**src/rtl/pc_unit_rs.sv**
```systemverilog
// LC-3 program-counter unit: PC register, PC+1 incrementer, four-way PCMUX and a
// small circular return-address stack with sticky overflow/underflow flags.
module pc_unit_rs #(
    parameter int               WIDTH        = 16,
    parameter int               RS_DEPTH     = 4,
    parameter logic [WIDTH-1:0] RESET_VECTOR = '0
) (
    input  logic                          Clk,
    input  logic                          Reset,
    input  logic                          LD_PC,
    input  logic [1:0]                    PCMUX,
    input  logic [WIDTH-1:0]              AddrAdder_out,
    input  logic [WIDTH-1:0]              Bus_out,
    input  logic                          push_ret,
    input  logic                          clr_flags,
    output logic [WIDTH-1:0]              PC,
    output logic [WIDTH-1:0]              PC_next,
    output logic [WIDTH-1:0]              ret_top,
    output logic [$clog2(RS_DEPTH+1)-1:0] rs_count,
    output logic                          rs_empty,
    output logic                          rs_full,
    output logic                          rs_overflow,
    output logic                          rs_underflow
);
    localparam int PW = (RS_DEPTH > 1) ? $clog2(RS_DEPTH) : 1;
    localparam int CW = $clog2(RS_DEPTH + 1);

    logic [WIDTH-1:0] pc_q, pc_d;
    logic [WIDTH-1:0] mem_q [RS_DEPTH];
    logic [WIDTH-1:0] mem_d [RS_DEPTH];
    logic [PW-1:0]    ptr_q, ptr_d;
    logic [CW-1:0]    count_q, count_d;
    logic             ovf_q, ovf_d;
    logic             unf_q, unf_d;

    logic [WIDTH-1:0] pc_inc;
    logic [PW-1:0]    top_idx;
    logic             empty, full, pop;

    // ptr_q names the next free slot; the top entry sits one below it.
    always_comb begin
        pc_inc  = pc_q + WIDTH'(1);
        top_idx = ptr_q - PW'(1);
        empty   = (count_q == '0);
        full    = (count_q == CW'(RS_DEPTH));
        ret_top = empty ? '0 : mem_q[top_idx];
        pop     = LD_PC && (PCMUX == 2'b11);
        case (PCMUX)
            2'b00:   PC_next = pc_inc;
            2'b01:   PC_next = AddrAdder_out;
            2'b10:   PC_next = Bus_out;
            2'b11:   PC_next = empty ? pc_q : ret_top;
            default: PC_next = pc_q;
        endcase
    end

    always_comb begin
        mem_d   = mem_q;
        ptr_d   = ptr_q;
        count_d = count_q;
        ovf_d   = ovf_q && !clr_flags;
        unf_d   = unf_q && !clr_flags;
        pc_d    = LD_PC ? PC_next : pc_q;
        if (push_ret && pop && !empty) begin
            // Swap: PC takes the old top, the top slot takes the new return address.
            mem_d[top_idx] = pc_inc;
        end else begin
            if (pop) begin
                if (empty) begin
                    unf_d = 1'b1;
                end else begin
                    ptr_d   = ptr_q - PW'(1);
                    count_d = count_q - CW'(1);
                end
            end
            // A pop reaching here with a push means the stack was empty, so ptr_q is still valid.
            if (push_ret) begin
                mem_d[ptr_q] = pc_inc;
                ptr_d        = ptr_q + PW'(1);
                if (full) begin
                    ovf_d = 1'b1;
                end else begin
                    count_d = count_q + CW'(1);
                end
            end
        end
    end

    always_ff @(posedge Clk) begin
        if (Reset) begin
            pc_q    <= RESET_VECTOR;
            ptr_q   <= '0;
            count_q <= '0;
            ovf_q   <= 1'b0;
            unf_q   <= 1'b0;
        end else begin
            pc_q    <= pc_d;
            ptr_q   <= ptr_d;
            count_q <= count_d;
            ovf_q   <= ovf_d;
            unf_q   <= unf_d;
        end
    end

    // Storage is not reset; count_q alone decides which entries are live.
    always_ff @(posedge Clk) begin
        if (!Reset) begin
            mem_q <= mem_d;
        end
    end

    assign PC           = pc_q;
    assign rs_count     = count_q;
    assign rs_empty     = empty;
    assign rs_full      = full;
    assign rs_overflow  = ovf_q;
    assign rs_underflow = unf_q;

endmodule

```
**config.mk**
```make
export PLATFORM = sky130hd
export DESIGN_NAME = pc_unit_rs
export DESIGN_NICKNAME = d
export VERILOG_FILES = /design/src/rtl/pc_unit_rs.sv
export SDC_FILE = /design/constraint.sdc
export NUM_CORES = 1
export LEC_CHECK = 0
export ABC_CLOCK_PERIOD_IN_PS = 3200
export CORE_ASPECT_RATIO = 1.1
export CORE_MARGIN = 4
export CORE_UTILIZATION = 40
export DETAILED_ROUTE_END_ITERATION = 10
export GPL_TIMING_DRIVEN = 0
export PLACE_DENSITY = 0.71
export SLEW_MARGIN = 20
export SYNTH_ARGS = -nofsm -noshare
export SYNTH_HDL_FRONTEND = slang
export SYNTH_SLANG_ARGS = --single-unit
```
**constraint.sdc**
```tcl
create_clock -name Clk -period 3.2 [get_ports Clk]
set_input_delay 0.32 -clock Clk [delete_from_list [all_inputs] [get_ports Clk]]
set_output_delay 0.32 -clock Clk [all_outputs]
set_load 0.03 [all_outputs]
```
==> results of run 1 <==
==> report_power, final <==
| group | switching, mW | internal [mW] | total [mW] | leakage [nW] |
|---|---|---|---|---|
| clock network | 0.494 | 0.551 | 1.04 | 0.143 |
| registers | 0.0646 | 1.31 | 1.38 | 0.784 |
| logic | 1.04 | 0.693 | 1.74 | 1.34 |
==> path summary, 6_finish.rpt <==
kind                                  from  slack [ps]  cells after the start                  endpoint
setup / recovery     ptr_q[0]$_SDFFE_PP0P_         100                     10                PC_next[0]
hold / removal                    push_ret         350                      3  rs_count[2]$_SDFFE_PP0P_
setup reg to reg  rs_count[1]$_SDFFE_PP0P_         300                      8        mem_q[0]$_DFFE_PP_
hold reg to reg     rs_overflow$_SDFF_PP0_         510                      2    rs_overflow$_SDFF_PP0_
==> per-layer routing <==
metal / global-route usage / vias up
li1: - / 1865
met1: 0.261 / 1968
met2: 0.351 / 210
met3: 0.0365 / 26
met4: 0.0774 / 0
met5: 0 / -
==> flip-flops by register name, summed over array words and instances, names as in the netlist <==
register      count
PC               16
mem_q            64
ptr_q             2
rs_count          3
rs_overflow       1
rs_underflow      1
==> cell type report <==
class	count	share of cell area
clock inverters	7	0.0115
repair buffers	96	0.147
inverters	24	0.0143
clock buffers	9	0.0357
multi-input cells	310	0.359
plain buffers	28	0.0244
flip-flops and latches	87	0.378
well taps	150	0.0298
==> cells by family (layout without fill, tap and decap cells) <==
| family | count (synthesis) | count (layout) | share of synthesized area |
|---|---|---|---|
| adder cells (fa/ha/maj) | 8 | 8 | 0.0209 |
| multiplexers | 25 | 25 | 0.0863 |
| AND/OR/NAND/NOR | 166 | 166 | 0.167 |
| XOR/XNOR | 17 | 17 | 0.0310 |
| buffers and inverters | 52 | 164 | 0.0472 |
| flip-flops | 87 | 87 | 0.496 |
| AO/OA/AOI/OAI | 94 | 94 | 0.151 |
==> cells in the final DEF, fill, tap and decap left out, drive strengths merged, types with 3 or more instances in the layout <==
master	synthesis	layout
nand3	10	10
nand2b	7	7
xnor2	16	16
and2	15	15
nand2	18	18
o21ai	9	9
dfxtp	23	23
ha	8	8
clkbuf	11	22
o221ai	3	3
a21o	5	5
nor3b	4	4
a22o	6	6
mux4	13	13
a2bb2oi	3	3
edfxtp	64	64
o22ai	4	4
inv	24	28
clkdlybuf4s50	0	74
nand4	4	4
a21oi	22	22
mux2i	11	11
nor4	5	5
nor3	9	9
dlygate4sd2	0	7
a221oi	13	13
buf	17	28
a211oi	5	5
nor2	80	80
nor2b	7	7
a22oi	6	6
and3	3	3
==> stage by stage <==
step                      cells  total power [mW]  cell area (um2)  setup WS (ps)
final                       711              4.16             6300            102
after global routing        711              4.32             6300           6.13
after CTS                   711              4.17             6330           49.1
after detailed placement    694              3.10             5960           -223
after global placement      690              3.06             5900           -462
after floorplan             449              2.45             4800            183
==> worst max-delay path: stages, from the launching register on <==
cell,delay [ps]
dfxtp_2,360
buf_6,110
buf_8,140
inv_1,130
ha_4,310
buf_6,160
mux4_2,310
and2_1,210
a211o_1,270
o221a_2,140
clkdlybuf4s15_2,290
==> what timing repair did <==
item                       in CTS  in global routing
gates cloned                    0                  0
setup buffers                   1                  0
gates resized for setup        49                 20
pin swaps                       0                  1
hold endpoints to repair        0                  0
setup endpoints to repair      31                 18
==> results.md, run 1 <==
* Nets at 603
* Setup Skew at 13.1 ps
* Die height at 123 um
* Leakage at 2.27 nW
* Die X at 112 um
* Placeable Area at 11600 um2
* Initial Util at 0.414
* Crit end category: output pin
* Post-DRT Antenna Nets at 0
* Total wire length at 14300 um
* Worst Setup Start Kind: flop
* Post-route setup TNS at 0 ps
* Outcome: completed
* Async SR Flop Fraction at 0
* P per Cell Area at 660 nW/um2
* RSZ-0062 raised after global routing: no
* # clock sinks at 87
* Hold_ws at 353 ps
* #FFs+latches synth at 87
* Post-synthesis cell type count at 59
* Gpl congestion at 0.940
* M1 WL at 5850 um
* EDFF count, synth at 64
* Syn_area_per_cell at 10.7 um2
* Max Root-Sink Buffers at 2
* Final period utilization at 0.968
* Synth warn at 0
* Grt ovf at 0
* DR WL met2 at 7020 um
* DR WL/cell at 20.2 um
* Max cap viols at 0
* Mean number of vias per cell at 5.72
* CTS root buf: clkbuf_16
* Endpoints failing setup at 0
* First-pass GRT wire length at 21800 um
* I/O pin total at 94
* Die area at 13800 um2
* IO Port Bufs at 91
* VDD IR-drop max at 0.000289 V
* Crit Path Class: reg2out
* Num CTS Buffers at 9
* Drt drc at 0
* Post-DP HPWL at 10800 um
* Largest net degree at the start of global routing at 19
* Area Overhead vs Synth at 31.3%
* Final core occ at 0.544
* Commonest cells post-synth: 79 x nor2_1, 64 x edfxtp_1, 24 x inv_1
* Most used DFF post-synth: edfxtp_1
* Vias at 4069
* Row count at 41
* Top sig layer: met4
* Sequential fraction of the synthesis area at 0.496
* Share of the synthesized area in the top cell type at 0.400
* H-tree depth at 3
* Drt pass-1 iters at 6
* Synth area leader: edfxtp_1
* Total GRT Usage at 0.205
* TritonCTS clock tree: done
* Count of hold-fix buffers inserted at cts at 0
* Met3 routed WL at 1150 um
* CP required at 2880 ps
* Main area contributors after synthesis: edfxtp_1 40%, dfxtp_1 9.6%, nor2_1 6.2%
* DRT iter0 DRCs at 328
* Fill count at 1036
* Layout cells sized above 1 at 0.173
* Critical Path Fanout Max at 10
* Worst-Skew Late Latency at 350 ps
* Initial antenna violation count at 0
* Slew HR at 0.380
* Syn nets at 496
* Syn Std Cell Area at 4800 um2
* Tmin final at 3100 ps
* Vias in the first global route at 3978
* Fmax at 323 MHz
* Worst EP arrival at 2780 ps
* Multi-input logic area at 2260 um2
* Sequential Area at 2380 um2
* Worst Tran Pin Value at 926 ps
* Worst min-delay path category: in2reg
* Most frequent cell after synthesis: nor2_1
* Hold Vio Cnt, Final at 0
* Clk slew on worst S/H paths at 70 ps
* Number of antenna diodes at 0
* Slew Viols, Final at 0
* Syn Inst Count at 449
Note: power is estimated with default switching activity, not from simulation.
==> inputs of run 2 (changes only) <==
Settings changed: PLACE_DENSITY 0.71 to unset.
==> results.md, run 2 (synthesized netlist as in run 1, its figures left out) <==
* Total wire length at 14800 um (+3.4%)
* Worst Setup Start Kind: flop
* Total GRT Usage at 0.218 (+0.0129)
* Hold Vio Cnt, Final at 0 (unchanged)
* Crit-path slowest cell: dlygate4sd2_1
* Vias in the first global route at 3960 (-0.45%)
* Crit path buf inv count at 5 (unchanged)
* DR WL/cell at 20.8 um (+3.1%)
* Layout cells sized above 1 at 0.176 (+0.00294)
* Hold_ws at 350 ps (-3.45 ps)
* Mean number of vias per cell at 5.65 (-1.2%)
* Area Overhead vs Synth at 32.0%
* Tmin final at 3070 ps (-27.4 ps)
* Slew Viols, Final at 0 (unchanged)
* Worst Tran Pin Value at 863 ps (-63.4 ps)
* Grt ovf at 0 (unchanged)
* I/O pin total at 94 (unchanged)
* CTS root buf: clkbuf_16
* Int Power at 2.56 mW (+0.15%)
* Setup Skew at 12.4 ps (-0.698 ps)
* Max incr delay on CP at 370 ps (about the same)
* Fill count at 1046 (+0.97%)
* Post-DP HPWL at 11100 um (+3.1%)
* Die X at 112 um (unchanged)
* Critical Path Most Common Cell: buf_8
* Reg power frac at 0.329 (-0.002)
* Most common cell after layout, fill and taps aside: nor2_1
* Combinational power share at 0.422 (+0.004)
* Sw Share at 0.388 (+0.00284)
* CP Cell Sequence: buf_8 -> buf_8 -> clkinvlp_4 -> ha_4 -> buf_6 -> mux4_2 -> and2_1 -> o221ai_1 -> nand2_1 -> dlygate4sd2_1
* Reg2Reg Setup Slack at 330 ps (+30 ps)
* Clk slew on worst S/H paths at 70 ps (about the same)
* Crit path launch: ptr_q[0]$_SDFFE_PP0P_
* DRT iter0 DRCs at 309 (-5.8%)
* Worst-Skew Late Latency at 350 ps (about the same)
* Drt pass-1 iters at 5 (-1)
* Initial Util at 0.414 (unchanged)
* Placeable Area at 11600 um2 (unchanged)
* Row count at 41 (unchanged)
* Hold_sp: push_ret
* Largest net degree at the start of global routing at 19 (unchanged)
* # clock sinks at 87 (unchanged)
* Reg with most FFs: mem_q
* Die height at 123 um (unchanged)
* Endpoints failing setup at 0 (unchanged)
* Power consumption at 4.18 mW (+0.62%)
* Worst EP arrival at 2750 ps (-30 ps)
* VDD IR-drop max at 0.000249 V (-14%)
* H-tree depth at 3 (unchanged)
* Sequential Area at 2380 um2 (unchanged)
* Critical Path Fanout Max at 10 (unchanged)
* Number of antenna diodes at 0 (unchanged)
* Dpl cells at 694 (unchanged)
* P_sw at 1.62 mW (+1.4%)
* Drt drc at 0 (unchanged)
* Fmax at 326 MHz (+0.89%)
* Clock power share at 0.249 (-0.002)
* Crit Path Class: reg2out
* Layout Cells excl Fill at 713 (+0.28%)
* Reg2Reg Launch Point: rs_count[1]$_SDFFE_PP0P_
* First-pass GRT wire length at 22900 um (+4.7%)
* Die area at 13800 um2 (unchanged)
* Num CTS Buffers at 9 (unchanged)
* Largest register FFs at 64 (unchanged)
* Vias at 4031 (-0.93%)
* Nets at 605 (+0.33%)
* Leakage at 2.31 nW (+2.0%)
* Most frequent cells in the layout: 75 x nor2_1, 72 x clkdlybuf4s50_1, 64 x edfxtp_1
* CP top delay family: buffers and inverters
* Crit end category: output pin
* P per Cell Area at 660 nW/um2 (about the same)
* Slew HR at 0.408 (+0.0281)
* Multi-input logic area at 2270 um2 (+0.22%)
* Post-DRT Antenna Nets at 0 (unchanged)
* Initial antenna violation count at 0 (unchanged)
* Outcome: completed
* RSZ-0062 raised after global routing: yes
* Final period utilization at 0.960 (-0.00856)
* Gpl congestion at 0.873 (-7.1%)
* IO Port Bufs at 91 (unchanged)
* TritonCTS clock tree: done
* Worst min-delay path category: in2reg
* Max cap viols at 0 (unchanged)
* Max Root-Sink Buffers at 2 (unchanged)
* CP required at 2880 ps (about the same)
==> run 2: changes by cell type in the layout (fill, tap and decap cells not counted), moves of 2 or more <==
cell / delta
buf_2: -2
buf_4: +2
buf_6: -2
buf_8: +2
clkbuf_2: +3
clkdlybuf4s15_1: +2
clkdlybuf4s50_1: -2
dlygate4sd2_1: -2
dlymetal6s2s_1: +2
==> run 2: worst paths after layout <==
path,endpoint,cells past startpoint
setup / recovery,PC_next[6],10
hold / removal,rs_overflow$_SDFF_PP0_,3
setup reg to reg,mem_q[0]$_DFFE_PP_,8
hold reg to reg,rs_overflow$_SDFF_PP0_,2
==> run 2: metal layers <==
metal	vias up	share of wire	wire length, um	global-route usage
met2	182	0.48	7040	0.356
li1	1873	-	-	-
met3	14	0.076	1130	0.0523
met1	1962	0.43	6440	0.295
met4	0	0.014	207	0.0533
met5	-	0	0	0
==> run 2: power by group through the flow <==
stage                     logic, mW  clock network, mW  registers (mW)
after CTS                      1.77               1.06            1.37
after global placement         1.71                  0            1.40
after global routing           1.88               1.11            1.39
final                          1.77               1.04            1.38
after detailed placement       1.74                  0            1.40
after floorplan                1.01                  0            1.44
==> run 2: worst reg2reg max path: stages (launching register included) <==
cell and delay [ps]:
dfxtp_1 410, inv_1 110, ha_1 240, nand2b_1 190, nand4_1 350, mux2i_2 640, buf_2 370, nor2_2 140
buf_8 180
==> run 2: final cells by class <==
cell class	instances	area share
clock inverter	7	0.0115
sequential	87	0.376
inverter	24	0.0148
buffer	28	0.0255
multi-input combinational	310	0.358
clock buffer	9	0.0355
tap	150	0.0296
timing repair buffer	98	0.149
==> run 2: repair_timing <==
item | CTS | global route
gates resized for setup | 46 | 25
setup buffers | 1 | 2
hold buffers | 0 | 0
endpoints found under the setup margin | 31 | 24
==> run 2: per-stage QoR <==
stage,util,cell area [um2],setup TNS [ps],setup WS (ps)
after global routing,0.547,6340,-2.41,-2.41
after global placement,0.509,5900,-23840,-504
after detailed placement,0.514,5960,-2530,-269
after floorplan,-,4800,0,183
final,0.547,6340,0,130
after CTS,0.544,6310,0,7.20
==> inputs of run 3 (changes only) <==
Settings changed: CORE_UTILIZATION 40 to 52, PLACE_DENSITY set to 0.8.
==> results.md, run 3 (synthesized netlist as in run 1, its figures left out) <==
* Slew Viols, Final at 0 (unchanged)
* Nets at 599 (-0.99%)
* CP required at 2880 ps (about the same)
* Gpl congestion at 0.963 (+10%)
* VDD IR-drop max at 0.000305 V (+22%)
* Hold path depth at 3 (unchanged)
* # clock sinks at 87 (unchanged)
* Crit path launch: ptr_q[0]$_SDFFE_PP0P_
* Most frequent cells in the layout: 75 x nor2_1, 70 x clkdlybuf4s50_1, 64 x edfxtp_1
* First-pass GRT wire length at 21500 um (-5.9%)
* Drt drc at 0 (unchanged)
* GRT met1 Usage at 0.344 (+0.0490)
* Number of antenna diodes at 0 (unchanged)
* Largest register FFs at 64 (unchanged)
* RSZ-0062 raised after global routing: no
* Drt pass-1 iters at 5 (unchanged)
* Die height at 109 um (-11%)
* Final period utilization at 0.987 (+0.0279)
* P per Cell Area at 661 nW/um2 (about the same)
* I/O pin total at 94 (unchanged)
* Reg2Reg Launch Point: rs_count[1]$_SDFFE_PP0P_
* Int Power at 2.52 mW (-1.4%)
* Tmin final at 3160 ps (+89.2 ps)
* Post-DP HPWL at 10400 um (-6.6%)
* Die area at 10800 um2 (-22%)
* GRT met2 Usage at 0.441 (+0.0856)
* P_sw at 1.56 mW (-4.1%)
* Leakage at 2.28 nW (-1.2%)
* CTS root buf: clkbuf_8
* GR met3 Demand/Resource at 0.0499 (-0.00236)
* Reg with most FFs: mem_q
* Initial Util at 0.538 (+0.124)
* Worst EP arrival at 2840 ps (+90 ps)
* Post-route cell area at 6180 um2 (-2.5%)
* Row count at 36 (-12%)
* Mean number of vias per cell at 5.96 (+5.5%)
* Outcome: completed
* Crit end category: output pin
* Placed cell areas at 5880 um2 (-1.4%)
* Placeable Area at 8920 um2 (-23%)
* Combinational power share at 0.424 (+0.002)
* Clock power share at 0.237 (-0.012)
* Crit Path Class: reg2out
* Post-DRT Antenna Nets at 0 (unchanged)
* Worst-Skew Late Latency at 380 ps (+30 ps)
* Slew HR at 0.390 (-0.0183)
* Worst min-delay path category: in2reg
* IO Port Bufs at 91 (unchanged)
* Most common cell after layout, fill and taps aside: nor2_1
* Die X at 99.6 um (-11%)
* Reg power frac at 0.339 (+0.010)
* H-tree depth at 3 (unchanged)
* Layout cells sized above 1 at 0.172 (-0.00349)
* Worst Setup Start Kind: flop
* DRT iter0 DRCs at 365 (+18%)
* Layout Cells excl Fill at 671 (-5.9%)
* Vias at 4001 (-0.74%)
* Dpl cells at 655 (-5.6%)
* Endpoints failing setup at 0 (unchanged)
* Count of hold-fix buffers inserted at cts at 0 (unchanged)
* Critical Path Fanout Max at 10 (unchanged)
* Max Root-Sink Buffers at 2 (unchanged)
* Most Crowded Layer GR: met2
* Worst Tran Pin Value at 914 ps (+51.1 ps)
* Hold Vio Cnt, Final at 0 (unchanged)
* Clk slew on worst S/H paths at 110 ps (+40 ps)
* Total wire length at 14200 um (-4.3%)
* Num CTS Buffers at 9 (unchanged)
* Hold_sp: push_ret
* DR WL/cell at 21.1 um (+1.7%)
* Max cap viols at 0 (unchanged)
* Total GRT Usage at 0.263 (+0.0450)
* Area Overhead vs Synth at 28.7%
* Setup Skew at 17.2 ps (+4.78 ps)
* Vias in the first global route at 3962 (+0.051%)
* TritonCTS clock tree: done
* Worst r2r path cells at 7 (-1)
* Initial antenna violation count at 0 (unchanged)
* Sw Share at 0.382 (-0.00657)
* Grt ovf at 0 (unchanged)
* Largest net degree at the start of global routing at 17 (-2)
* Fmax at 316 MHz (-2.8%)
-- run 3: cell count changes in the layout (fill, tap and decap cells not counted), moves of 3 or more --
cell,delta
buf_2,+4
buf_4,-3
buf_8,-5
bufinv_16,+3
clkbuf_16,-9
clkbuf_8,+9
-- run 3: repair_timing --
item,4_1_cts,5_1_grt
resized for setup,64,26
buffers inserted,0,0
setup endpoints to repair,31,44
-- run 3: cell type report --
type / count / area [um2]
multi-input cells: 310 / 2270
repair buffers: 92 / 868
clock buffers: 9 / 124
flip-flops and latches: 87 / 2390
plain buffers: 28 / 168
fillers: 693 / 2740
inverters: 24 / 90.1
well taps: 114 / 143
clock inverters: 7 / 128
-- run 3: worst max-delay path, cell delays in order (launching register included) --
cell and delay [ps]:
dfxtp_4 390, buf_12 150, buf_12 150, inv_1 120
ha_4 320, buf_6 160, mux4_2 330, and2_1 220
clkdlybuf4s50_1 610
-- run 3: layer usage --
metal | part of all wire | wire length [um] | up-vias
met3 | 0.065 | 927 | 22
li1 | - | - | 1850
met4 | 0.018 | 257 | 0
met5 | 0 | 0 | -
met2 | 0.49 | 6980 | 178
met1 | 0.42 | 6030 | 1951
-- run 3: worst paths after layout --
| kind | to | slack [ps] |
|---|---|---|
| max | ret_top[4] | 40 |
| min | rs_count[2]$_SDFFE_PP0P_ | 310 |
| max reg2reg | mem_q[9]$_DFFE_PP_ | 330 |
| min reg2reg | rs_overflow$_SDFF_PP0_ | 490 |
-- run 3: power by group through the flow --
stage               registers (mW)  logic [mW]  clock network (mW)
global placement              1.40        1.65                   0
finish                        1.38        1.73               0.968
CTS                           1.38        1.71               0.970
floorplan                     1.44        1.01                   0
detailed placement            1.40        1.69                   0
global route                  1.39        1.83                1.02
-- run 3: stage by stage --
step / utilization / power, mW / worst slack, ps / setup TNS (ps) / hold WS [ps]
global route: 0.693 / 4.24 / 17.2 / 0 / 333
floorplan: - / 2.45 / 183 / 0 / 497
detailed placement: 0.659 / 3.09 / -237 / -2700 / 474
global placement: 0.656 / 3.05 / -395 / -15170 / 458
finish: 0.693 / 4.08 / 40.4 / 0 / 312
CTS: 0.689 / 4.06 / -5.62 / -5.62 / 309
